**src/rtl/t8086_pkg.sv**
```systemverilog
// Shared t8086 core definitions: address width, reset vector, byte type and
// a constant-foldable ceil(log2) helper for sizing counters.
package t8086_pkg;

  localparam int ADDR_W = 20;
  localparam logic [ADDR_W-1:0] RESET_VECTOR = 20'hFFFF0;

  typedef logic [7:0] byte_t;

  function automatic int clog2(input int value);
    int r;
    int v;
    r = 0;
    v = value - 1;
    while (v > 0) begin
      r++;
      v = v >> 1;
    end
    return r;
  endfunction

endpackage

```
**src/rtl/pq_byte_buffer.sv**
```systemverilog
// Shift-compaction byte store: the oldest byte always lives in slot 0, so the
// decode window is a fixed slice with no read pointer.
module pq_byte_buffer
  import t8086_pkg::*;
#(
  parameter int DEPTH    = 6,
  parameter int WIN      = 6,
  parameter int PUSH_MAX = 1
) (
  input  logic                           clk,
  input  logic                           rst,
  input  logic                           clr,
  input  logic [clog2(WIN+1)-1:0]        pop_n,
  input  logic [clog2(PUSH_MAX+1)-1:0]   push_n,
  input  logic [8*PUSH_MAX-1:0]          push_data,
  output logic [8*WIN-1:0]               win,
  output logic [clog2(DEPTH+1)-1:0]      count
);

  localparam int CNT_W = clog2(DEPTH+1);

  byte_t            mem_q [DEPTH];
  byte_t            mem_d [DEPTH];
  logic [CNT_W-1:0] count_q;
  logic [CNT_W-1:0] count_d;
  int               rem;

  // The caller guarantees pop_n <= count_q, so rem is never negative.
  always_comb begin
    rem     = int'(count_q) - int'(pop_n);
    count_d = clr ? '0 : CNT_W'(rem + int'(push_n));
  end

  genvar gi;
  generate
    for (gi = 0; gi < DEPTH; gi++) begin : g_slot
      byte_t slot_nxt;
      always_comb begin
        slot_nxt = '0;
        if (!clr) begin
          if (gi < rem) begin
            for (int j = 0; j < DEPTH; j++) begin
              if (j == gi + int'(pop_n)) slot_nxt = mem_q[j];
            end
          end else begin
            for (int k = 0; k < PUSH_MAX; k++) begin
              if ((gi == rem + k) && (k < int'(push_n))) slot_nxt = push_data[8*k +: 8];
            end
          end
        end
      end
      assign mem_d[gi] = slot_nxt;
    end

    for (gi = 0; gi < WIN; gi++) begin : g_win
      assign win[8*gi +: 8] = (gi < int'(count_q)) ? mem_q[gi] : 8'h00;
    end
  endgenerate

  always_ff @(posedge clk) begin
    if (rst) begin
      count_q <= '0;
      for (int i = 0; i < DEPTH; i++) mem_q[i] <= '0;
    end else begin
      count_q <= count_d;
      mem_q   <= mem_d;
    end
  end

  assign count = count_q;

endmodule

```
**src/rtl/prefetch_queue.sv**
```systemverilog
// Instruction prefetch queue: issues ROM fetches while space allows, appends
// returned bytes, and exposes the oldest WIN bytes plus their linear address.
module prefetch_queue
  import t8086_pkg::*;
#(
  parameter int DEPTH       = 6,
  parameter int WIN         = 6,
  parameter int FETCH_BYTES = 1,
  parameter int ADDR_W      = t8086_pkg::ADDR_W,
  parameter logic [ADDR_W-1:0] RESET_ADDR = t8086_pkg::RESET_VECTOR
) (
  input  logic                        clk,
  input  logic                        rst,
  output logic                        rom_en,
  output logic [ADDR_W-1:0]           rom_addr,
  input  logic [8*FETCH_BYTES-1:0]    rom_data,
  input  logic                        flush,
  input  logic [ADDR_W-1:0]           flush_addr,
  input  logic [clog2(WIN+1)-1:0]     consume,
  output logic [8*WIN-1:0]            q_bytes,
  output logic [clog2(DEPTH+1)-1:0]   q_count,
  output logic [ADDR_W-1:0]           q_addr,
  output logic                        overrun
);

  localparam int CW = clog2(WIN+1);
  localparam int UW = clog2(FETCH_BYTES+1);

  generate
    if (WIN > DEPTH || (FETCH_BYTES != 1 && FETCH_BYTES != 2) || DEPTH < FETCH_BYTES) begin : g_bad_params
      $fatal(1, "prefetch_queue: illegal DEPTH/WIN/FETCH_BYTES combination");
    end
  endgenerate

  logic [ADDR_W-1:0] fetch_addr_q, fetch_addr_d;
  logic [ADDR_W-1:0] q_addr_q, q_addr_d;
  logic              inflight_q, inflight_d;
  logic              fits;
  logic              append;
  logic [CW-1:0]     eff;
  logic [CW-1:0]     pop_n;
  logic [UW-1:0]     push_n;

  always_comb begin
    // Space check ignores same-cycle consume so a request never overfills.
    fits     = (int'(q_count) + (inflight_q ? FETCH_BYTES : 0) + FETCH_BYTES) <= DEPTH;
    rom_en   = !rst && !flush && fits;
    rom_addr = rst ? RESET_ADDR : fetch_addr_q;
    eff      = (int'(consume) > int'(q_count)) ? CW'(q_count) : consume;
    overrun  = !rst && !flush && (int'(consume) > int'(q_count));
    append   = inflight_q && !flush;
    pop_n    = flush ? '0 : eff;
    push_n   = append ? UW'(FETCH_BYTES) : '0;

    fetch_addr_d = fetch_addr_q;
    q_addr_d     = q_addr_q;
    inflight_d   = rom_en;
    if (flush) begin
      fetch_addr_d = flush_addr;
      q_addr_d     = flush_addr;
      inflight_d   = 1'b0;
    end else begin
      if (rom_en) fetch_addr_d = fetch_addr_q + ADDR_W'(FETCH_BYTES);
      q_addr_d = q_addr_q + ADDR_W'(eff);
    end
  end

  always_ff @(posedge clk) begin
    if (rst) begin
      fetch_addr_q <= RESET_ADDR;
      q_addr_q     <= RESET_ADDR;
      inflight_q   <= 1'b0;
    end else begin
      fetch_addr_q <= fetch_addr_d;
      q_addr_q     <= q_addr_d;
      inflight_q   <= inflight_d;
    end
  end

  pq_byte_buffer #(
    .DEPTH    (DEPTH),
    .WIN      (WIN),
    .PUSH_MAX (FETCH_BYTES)
  ) u_buf (
    .clk       (clk),
    .rst       (rst),
    .clr       (flush),
    .pop_n     (pop_n),
    .push_n    (push_n),
    .push_data (rom_data),
    .win       (q_bytes),
    .count     (q_count)
  );

  assign q_addr = q_addr_q;

endmodule

```
**config.mk**
```make
export PLATFORM = sky130hd
export DESIGN_NAME = prefetch_queue
export DESIGN_NICKNAME = d
export VERILOG_FILES = /design/src/rtl/t8086_pkg.sv /design/src/rtl/pq_byte_buffer.sv /design/src/rtl/prefetch_queue.sv
export SDC_FILE = /design/constraint.sdc
export NUM_CORES = 1
export LEC_CHECK = 0
export CELL_PAD_IN_SITES_DETAIL_PLACEMENT = 1
export CELL_PAD_IN_SITES_GLOBAL_PLACEMENT = 2
export CORE_UTILIZATION = 28
export DETAILED_ROUTE_END_ITERATION = 10
export GPL_TIMING_DRIVEN = 0
export PLACE_DENSITY_LB_ADDON = 0.1
export RECOVER_POWER = 100
export SYNTH_ARGS = -nofsm -noshare
export SYNTH_HDL_FRONTEND = slang
export SYNTH_SLANG_ARGS = --single-unit
```
**constraint.sdc**
```tcl
create_clock -name clk -period 5.9 [get_ports clk]
set_input_delay 1.475 -clock clk [delete_from_list [all_inputs] [get_ports clk]]
set_output_delay 1.475 -clock clk [all_outputs]
set_load 0.02 [all_outputs]
```
==> results of run 1 <==
[metal layers]
metal | global-route usage [%] | vias up | share of wire [%]
met5 | 0 | - | 0
met4 | 9.22 | 0 | 2.5
met3 | 3.75 | 46 | 5.5
met2 | 45.3 | 299 | 48
li1 | - | 3988 | -
met1 | 34.2 | 4138 | 44
[state kept, by name, indices dropped and copies added (netlist names)]
name and cells:
q_addr 20, inflight_q 1, u_buf.count 3, fetch_addr_q 20, u_buf.mem_q 48
[critical path, stage by stage]
cell and delay, ps:
clkdlybuf4s50_1 440, inv_1 270, buf_2 360, nand2_1 310, buf_2 330, clkbuf_2 300, nor2_1 150, clkdlybuf4s50_1 610
[through the flow]
stage	TNS [ps]	worst slack (ps)	power [µW]
5_1_grt	0	13.0	2800
6_report	0	156	2660
3_5_place_dp	-63200	-2020	1860
3_3_place_gp	-63960	-2020	1860
2_1_floorplan	0	154	1450
4_1_cts	0	2.35	2670
[timing repair]
action	in CTS	in global routing
endpoints found under the setup margin	49	50
pin swaps	6	3
gates resized for setup	29	13
buffers inserted	15	3
[power groups by stage]
stage	clock (µW)	sequential, µW	combinational [µW]
after global routing	698	710	1400
after floorplan	0	714	732
after CTS	675	704	1290
final	666	704	1290
after detailed placement	0	718	1150
after global placement	0	719	1140
[cell usage in the layout (no fill, tap or decap), types with 8 or more instances in the layout]
cell type	n
nand2_1	143
dfxtp_1	92
dlygate4sd3_1	90
o21ai_0	66
nor2_1	60
a21oi_1	57
clkbuf_1	34
a22oi_1	32
nor2b_1	27
clkdlybuf4s50_1	26
xnor2_1	25
inv_1	24
nand3_1	23
and3_1	21
buf_4	21
and2_1	20
a222oi_1	19
ha_1	19
or2_2	16
o211ai_1	15
nand2b_1	14
nor4_1	12
buf_1	12
nor4b_1	12
nand4_1	12
xor2_1	10
a31oi_1	10
nor3_1	9
buf_2	9
a22o_1	9
clkbuf_16	9
o31a_1	8
o41ai_1	8
a32oi_1	8
[cells in the mapped netlist (all sizes together) (6+ instances only)]
master / n
o31ai: 7
o21ai: 70
nand4: 12
nand3: 23
a222oi: 19
inv: 26
a22oi: 32
a221oi: 7
or2: 18
o211ai: 15
clkbuf: 38
nand2: 144
a31oi: 10
a2111oi: 15
nand2b: 14
and2: 22
nor4b: 13
and2b: 6
o31a: 8
nor3: 12
o311ai: 7
a32oi: 8
xnor2: 25
a311oi: 6
and3: 21
buf: 32
nor4: 14
a21oi: 61
nor3b: 7
nor2b: 28
xor2: 11
o41ai: 8
dfxtp: 92
mux2i: 11
a22o: 9
nor2: 63
ha: 21
[worst min path at each step]
stage / startpoint / to / slack (ps) / cells after the start
after floorplan: fetch_addr_q[9] / fetch_addr_q[9] / 470 / 1
after global placement: fetch_addr_q[9] / fetch_addr_q[9] / 510 / 2
after detailed placement: fetch_addr_q[9] / fetch_addr_q[9] / 520 / 2
after CTS: fetch_addr_q[9] / fetch_addr_q[9] / 530 / 2
after global routing: fetch_addr_q[9] / fetch_addr_q[9] / 570 / 2
final: fetch_addr_q[9] / fetch_addr_q[9] / 530 / 2
[logic make-up (layout without fill, tap and decap cells)]
group / Yosys count / in the layout / synth area share [%]
and+or+nand+nor: 412 / 412 / 28.8
adders and majority gates: 23 / 23 / 4.04
xor gates and xnor gates: 36 / 36 / 4.30
muxes: 14 / 14 / 2.45
DFF: 92 / 92 / 24.6
AOI/OAI and AO/OA: 312 / 312 / 30.3
buffers and inverters: 96 / 248 / 5.47
[layout make-up]
cell class	count	area, µm²
plain buffers	68	319
clock buffers	9	225
clock inverters	7	86.3
fillers	3201	16400
inverters	26	97.6
multi-input cells	797	5370
flip-flops and latches	92	1840
well taps	335	419
repair buffers	138	1330
==> summary.txt, run 1 <==
Status: complete, but fails checks
Failing checks: DRC
Die area: 27,400 µm²
Die width: 166 µm
Worst hold path class: register to register
Worst endpoint required time: 4430 ps
Post-synth top area share: 24.6%
# rows: 59
Hold WS: 528 ps
Number of global-route vias before repair: 8,465
P_sw: 1220 µW
Cell taking the most area after synthesis: dfxtp_1
Synth Register Bits: 92
Net Sw Frac: 45.7%
Initial antenna violation count: 0
Layout Nets: 1,189
Non-Filler Instances: 1,472
Synth unique cells: 85
Post-route DRC violation count: 18
Register area share after synthesis: 24.6%
Worst-margin pin slew: 1230 ps
Synth top area cells: dfxtp_1, nand2_1, o21ai_0
Worst R2R Setup Slack: 680 ps
Detailed placer's ending HPWL: 27.9 mm
Max FO, Critical Path: 10
CORE AREA: 26,100 µm²
GP Congestion: 0.930
Share of total power in the clock network: 25.0%
Final Hold Viols: 0
Worst Setup End Kind: primary output
Primary FF master, synth: dfxtp_1
Dpl cells: 1,440
IO buf count: 119
RSZ-0062 raised after global routing: false
Netlist Area Pre-Place: 7500 µm²
WL/cell: 24.7 µm
Synthesized area per cell: 7.61 µm²
Boundary pin count: 127
Die H: 166 µm
CTS buffer count: 9
Total grt overflow: 0
Critical Path Sink: overrun
Via count: 8,471
Reg clk slew, reported paths: 80 ps
Maxcap violations: 0
Syn_nets: 1,042
Final Slew Violations: 0
Layout area overhead: 29.1%
Global-route wire length before repair: 55.4 mm
Final Cycle Share: 97.4%
Antenna diodes: 0
# H-tree levels: 3
Yosys warns: 0
CP startpoint kind: primary input
Cells on worst reg2reg path: 20
Final wirelength: 36.4 mm
Drt initial violations: 666
DRT antenna net count: 0
Clk buf depth: 2
Placed Area: 9130 µm²
Relative slew margins: 17.1%
Hold Buf Count CTS: 0
Layout cell share with drive strength beyond 1: 10.7%
Endpoints failing setup: 0
GRT Total Usage: 26.6%
Peak supply drop: 0.000106 V
Crit Path Class: primary input to primary output
Worst setup path start: flush
Crit path time final: 5740 ps
CTS root buffer: clkbuf_16
R2R Path End: u_buf.mem_q[28]
Max Clock Skew: 7.89 ps
Sinks on Clock Net: 92
Number of synthesized flops with an enable pin: 0
Final instance area: 9680 µm²
First-pass DRT Iterations: 9
Internal power: 1450 µW
Initial Util: 28.7%
Avg Vias per Cell: 5.75
Post-layout util: 37.1%
Largest net degree at the start of global routing: 19
F_max: 174 MHz
PwrDens: 275 nW/µm²
Pleak: 0.00343 µW
Gate power share: 48.5%
CTS tree: built
Clk_lat worst skew: 360 ps
Worst reg2reg startpoint: u_buf.count[1]
Post-synthesis instance total: 985
Seq pwr share: 26.5%
Crit path DAT: 4270 ps
FFs w/ async S/R, synth: 0%
Note: power is estimated with default switching activity, not from simulation.
==> run 2, diff against run 1 <==
Settings changed: ABC_CLOCK_PERIOD_IN_PS from default to 5900, CORE_MARGIN from default to 2, PLACE_DENSITY from default to 0.78, PLACE_DENSITY_LB_ADDON 0.1 to default.
==> run 2 against run 1 <==
- the run now ends clean
- fmax down 0.24%
- worst hold slack worse by 5.7 ps
- via count is 0.32% lower
- clock power shrank 10%
- final area hardly changed
- core utilization decreased by 0.10 points
- critical path depth fell by 2
- count of clock-buffer cells in the layout rose by 1
- routed wire length down 5.0%
- cell count down 0.20%
- critical endpoint is now rom_en
- largest cell class unchanged
- highest routed layer unchanged
==> summary.txt, run 2 (synthesis results as in run 1) <==
Status: finished, final reports clean
Die H: 168 µm
Detailed placer's ending HPWL: 26.7 mm
Drt initial violations: 632
Antenna diodes: 0
Relative slew margins: 20.0%
CTS tree: built
CTS buffer count: 9
Crit path cell chain: clkdlybuf4s50_1 > clkbuf_1 > clkbuf_1 > nor2_1 > and2_1 > clkdlybuf4s50_1
Final Hold Viols: 0
Initial antenna violation count: 0
Via count: 8,444
Largest net degree at the start of global routing: 17
Maxcap violations: 0
Slowest cell on the critical path: clkbuf_1
F_max: 174 MHz
Clk_lat worst skew: 360 ps
Sinks on Clock Net: 92
CP max stage delay: 680 ps
First-pass DRT Iterations: 6
CTS root buffer: clkbuf_16
Endpoints failing setup: 0
Peak supply drop: 0.000150 V
Pleak: 0.00345 µW
Worst Setup End Kind: primary output
Post-route DRC violation count: 0
Final Cycle Share: 97.6%
Crit path time final: 5760 ps
Max FFs per register: 48
WP buf/inv: 4
Initial Util: 28.6%
Worst setup slack after layout: 142 ps
Crit Path Class: primary input to primary output
Reg clk slew, reported paths: 70 ps
Global-route wire length before repair: 52.8 mm
Hold Buf Count CTS: 0
CORE AREA: 26,200 µm²
Number of global-route vias before repair: 8,737
GP Congestion: 0.949
Most common cell after layout, fill and taps aside: nand2_1
GRT Total Usage: 24.4%
Post-layout util: 37.0%
Max Clock Skew: 12.9 ps
Largest Register: u_buf.mem_q
PwrDens: 266 nW/µm²
Boundary pin count: 127
Hold WS: 523 ps
Die width: 168 µm
Layout Nets: 1,187
Worst hold path class: register to register
Total grt overflow: 0
Worst slack at placement: -2000 ps
Die area: 28,100 µm²
DRT antenna net count: 0
Layout area overhead: 29.1%
Commonest cells after routing, fill and taps aside: nand2_1, dfxtp_1, dlygate4sd3_1
Avg Vias per Cell: 5.75
Final Slew Violations: 0
Worst endpoint required time: 4430 ps
Max FO, Critical Path: 10
# H-tree levels: 3
WL/cell: 23.5 µm
Crit path DAT: 4280 ps
Final wirelength: 34.6 mm
Layout cell share with drive strength beyond 1: 11.1%
Cells on worst reg2reg path: 17
CP startpoint kind: primary input
# rows: 59
Hold path depth: 2
IO buf count: 119
Crit path depth: 6
Clk buf depth: 2
Worst-margin pin slew: 1190 ps
Worst path top cell family by delay: buffers and inverters
-- run 2: cell count changes in the layout (fill, tap and decap cells not counted), sizes merged --
cell / before / now
bufinv: 1 / 0
clkbuf: 51 / 49
clkinvlp: 1 / 0
inv: 31 / 29
dlygate4sd3: 90 / 70
clkdlybuf4s50: 26 / 47
clkinv: 0 / 2
-- run 2: layer usage --
| layer | wire [µm] | global-route usage (%) |
|---|---|---|
| met4 | 1120 | 9.22 |
| met3 | 1770 | 3.62 |
| met5 | 0 | 0 |
| met2 | 16400 | 42.3 |
| met1 | 15300 | 30.7 |
-- run 2: report_power, final --
group	internal, µW	switching, µW
sequential	653	50.1
combinational	448	830
clock	302	296
total	1400	1180
-- run 2: final timing paths --
check,from,slack (ps),endpoint
worst min-delay path,fetch_addr_q[9],520,fetch_addr_q[9]
worst max register to register,u_buf.count[1],740,u_buf.mem_q[43]
worst min register to register,fetch_addr_q[9],520,fetch_addr_q[9]
worst max-delay path,flush,140,rom_en
-- run 2: area by class of cell --
type                            instances  area (µm²)
Sequential cell                        92        1840
Buffer                                 68         324
Inverter                               26        97.6
Timing Repair Buffer                  136        1320
Tap cell                              335         419
Clock inverter                          5        43.8
Fill cell                            3137       16500
Clock buffer                           10         239
Multi-Input combinational cell        797        5400
-- run 2: worst register-to-register path: stages (launching register included) --
cell	delay (ps)
dfxtp_1	490
clkbuf_1	370
inv_1	180
ha_1	360
nor2b_4	170
o311a_1	300
buf_6	160
mux2_4	400
buf_2	250
nor2_4	180
fa_2	520
nand2b_1	230
a211oi_2	270
ha_2	340
nor3b_4	200
buf_4	190
a222oi_1	110
a311oi_1	350
-- run 2: metrics by stage --
stage,setup TNS [ps],power (µW),cell area [µm²],std cells
2_1_floorplan,0,1450,7500,985
3_3_place_gp,-57240,1820,9110,1439
3_5_place_dp,-59830,1840,9130,1440
4_1_cts,0,2530,9590,1462
5_1_grt,-1.25,2710,9690,1469
6_report,0,2580,9690,1469
-- run 2: what timing repair did --
| item | in CTS | in global routing |
|---|---|---|
| buffers inserted | 9 | 7 |
| resized for setup | 25 | 26 |
| pin swaps | 6 | 4 |
| endpoints found under the setup margin | 49 | 48 |
==> run 3, diff against run 2 <==
Settings changed: GPL_TIMING_DRIVEN 0 to 1.
==> run 3 against run 2 <==
- routed wire length down 5.6%
- highest routed layer unchanged
- critical path type is now primary input to register
- critical path depth up 11
- via count down 1.5%
- count of clock-buffer cells in the layout down 1
==> summary.txt, run 3 (synthesis results as in run 1) <==
Initial antenna violation count: 0
CORE AREA: 26,200 µm²
Final Slew Violations: 0
Fill cells: 3,169
Commonest cells after routing, fill and taps aside: nand2_1, dfxtp_1, dlygate4sd3_1
Clk_lat worst skew: 360 ps
Final wirelength: 32.7 mm
F_max: 181 MHz
Top Layer Used: met4
TNS Setup: 0 ps
GP Congestion: 0.922
Total grt overflow: 0
IO buf count: 126
CTS tree: built
Largest net degree at the start of global routing: 44
Worst hold path class: register to register
Placed Area: 9230 µm²
Final Hold Viols: 0
Worst-margin pin slew: 1260 ps
Metal2 WL: 15.1 mm
Met3 wire length: 1.95 mm
Max FFs per register: 48
# H-tree levels: 3
Worst slack at placement: 146 ps
Most common cell after layout, fill and taps aside: nand2_1
Final instance area: 9460 µm²
Layout area overhead: 26.1%
Via count: 8,317
Die width: 168 µm
Relative slew margins: 16.3%
Die area: 28,100 µm²
Layout cell share with drive strength beyond 1: 9.59%
Initial Util: 28.6%
Clk buf depth: 2
Avg Vias per Cell: 5.78
CTS root buffer: clkbuf_16
Detailed placer's ending HPWL: 24.3 mm
Max Clock Skew: 11.9 ps
Boundary pin count: 127
GRT Total Usage: 23.0%
Drt initial violations: 729
Largest Register: u_buf.mem_q
Die H: 168 µm
CTS buffer count: 9
Hold Buf Count CTS: 0
Post-route DRC violation count: 0
Sinks on Clock Net: 92
Reg clk slew, reported paths: 80 ps
Pleak: 0.00337 µW
Peak supply drop: 0.000107 V
Crit Path Class: primary input to register
M1 WL: 14.8 mm
Global-route wire length before repair: 50.4 mm
# rows: 59
First-pass DRT Iterations: 8
Worst Setup End Kind: register
# resized after CTS: 0
DRT antenna net count: 0
Post-CTS Setup Bufs: 0
WL/cell: 22.7 µm
Antenna diodes: 0
Crit path DAT: 5830 ps
Worst endpoint required time: 6200 ps
RSZ-0062 raised after global routing: false
Maxcap violations: 0
Dpl cells: 1,424
Crit path time final: 5520 ps
Worst setup slack after layout: 377 ps
Final Cycle Share: 93.6%
PwrDens: 261 nW/µm²
CP startpoint kind: primary input
Number of global-route vias before repair: 8,374
Status: finished, final reports clean
Non-Filler Instances: 1,440
Layout Nets: 1,157
Max FO, Critical Path: 15
Endpoints failing setup: 0
run 3: cell types whose count changed in the layout (fill, tap and decap cells not counted), moves of 4 or more:
| cell | delta |
|---|---|
| buf_1 | -11 |
| buf_2 | -8 |
| buf_4 | +18 |
| buf_6 | -4 |
| clkbuf_1 | -27 |
| clkdlybuf4s50_1 | -12 |
| dlygate4sd3_1 | +20 |
run 3: path summary, 6_finish.rpt:
kind / slack, ps / start / to / cells after the start
setup / recovery: 380 / consume[2] / u_buf.mem_q[20] / 17
hold / removal: 540 / fetch_addr_q[9] / fetch_addr_q[9] / 2
setup reg to reg: 1510 / u_buf.count[0] / u_buf.mem_q[20] / 16
hold reg to reg: 540 / fetch_addr_q[9] / fetch_addr_q[9] / 2
run 3: routing by layer:
layer / up-vias / GRT usage, %
li1: 3904 / -
met1: 4046 / 30.8
met2: 313 / 38.0
met3: 54 / 3.73
met4: 0 / 6.92
met5: - / 0
run 3: area by class of cell:
| class | count | area [µm²] | area share, % |
|---|---|---|---|
| Multi-Input combinational cell | 797 | 5210 | 55.1 |
| Sequential cell | 92 | 1840 | 19.5 |
| Timing Repair Buffer | 174 | 1590 | 16.8 |
| Tap cell | 335 | 419 | 4.43 |
| Clock buffer | 9 | 225 | 2.38 |
| Inverter | 26 | 97.6 | 1.03 |
| Clock inverter | 7 | 75.1 | 0.794 |
run 3: critical path, cell delays in order:
cell and delay [ps]:
dlygate4sd3_1 610, ha_1 400, nand3_1 180, o311a_1 330, mux2i_4 280, inv_1 70
nor2_1 240, ha_1 160, nor2b_1 170, o21ai_0 110, buf_4 180, a2111oi_4 370
buf_4 290, a21oi_1 90, nor4b_1 160, a2111oi_0 490, o31a_1 210
run 3: through the flow:
stage	util (%)	hold slack (ps)	power, µW
floorplan	-	473	1450
global placement	35.2	505	1860
detailed placement	35.2	531	1890
CTS	36.4	543	2510
global route	36.1	590	2600
finish	36.1	543	2470
run 3: where the power goes:
part | total (µW) | internal [µW] | switching [µW]
Clock | 619 | 332 | 288
Combinational | 1150 | 403 | 748
Sequential | 702 | 653 | 48.4
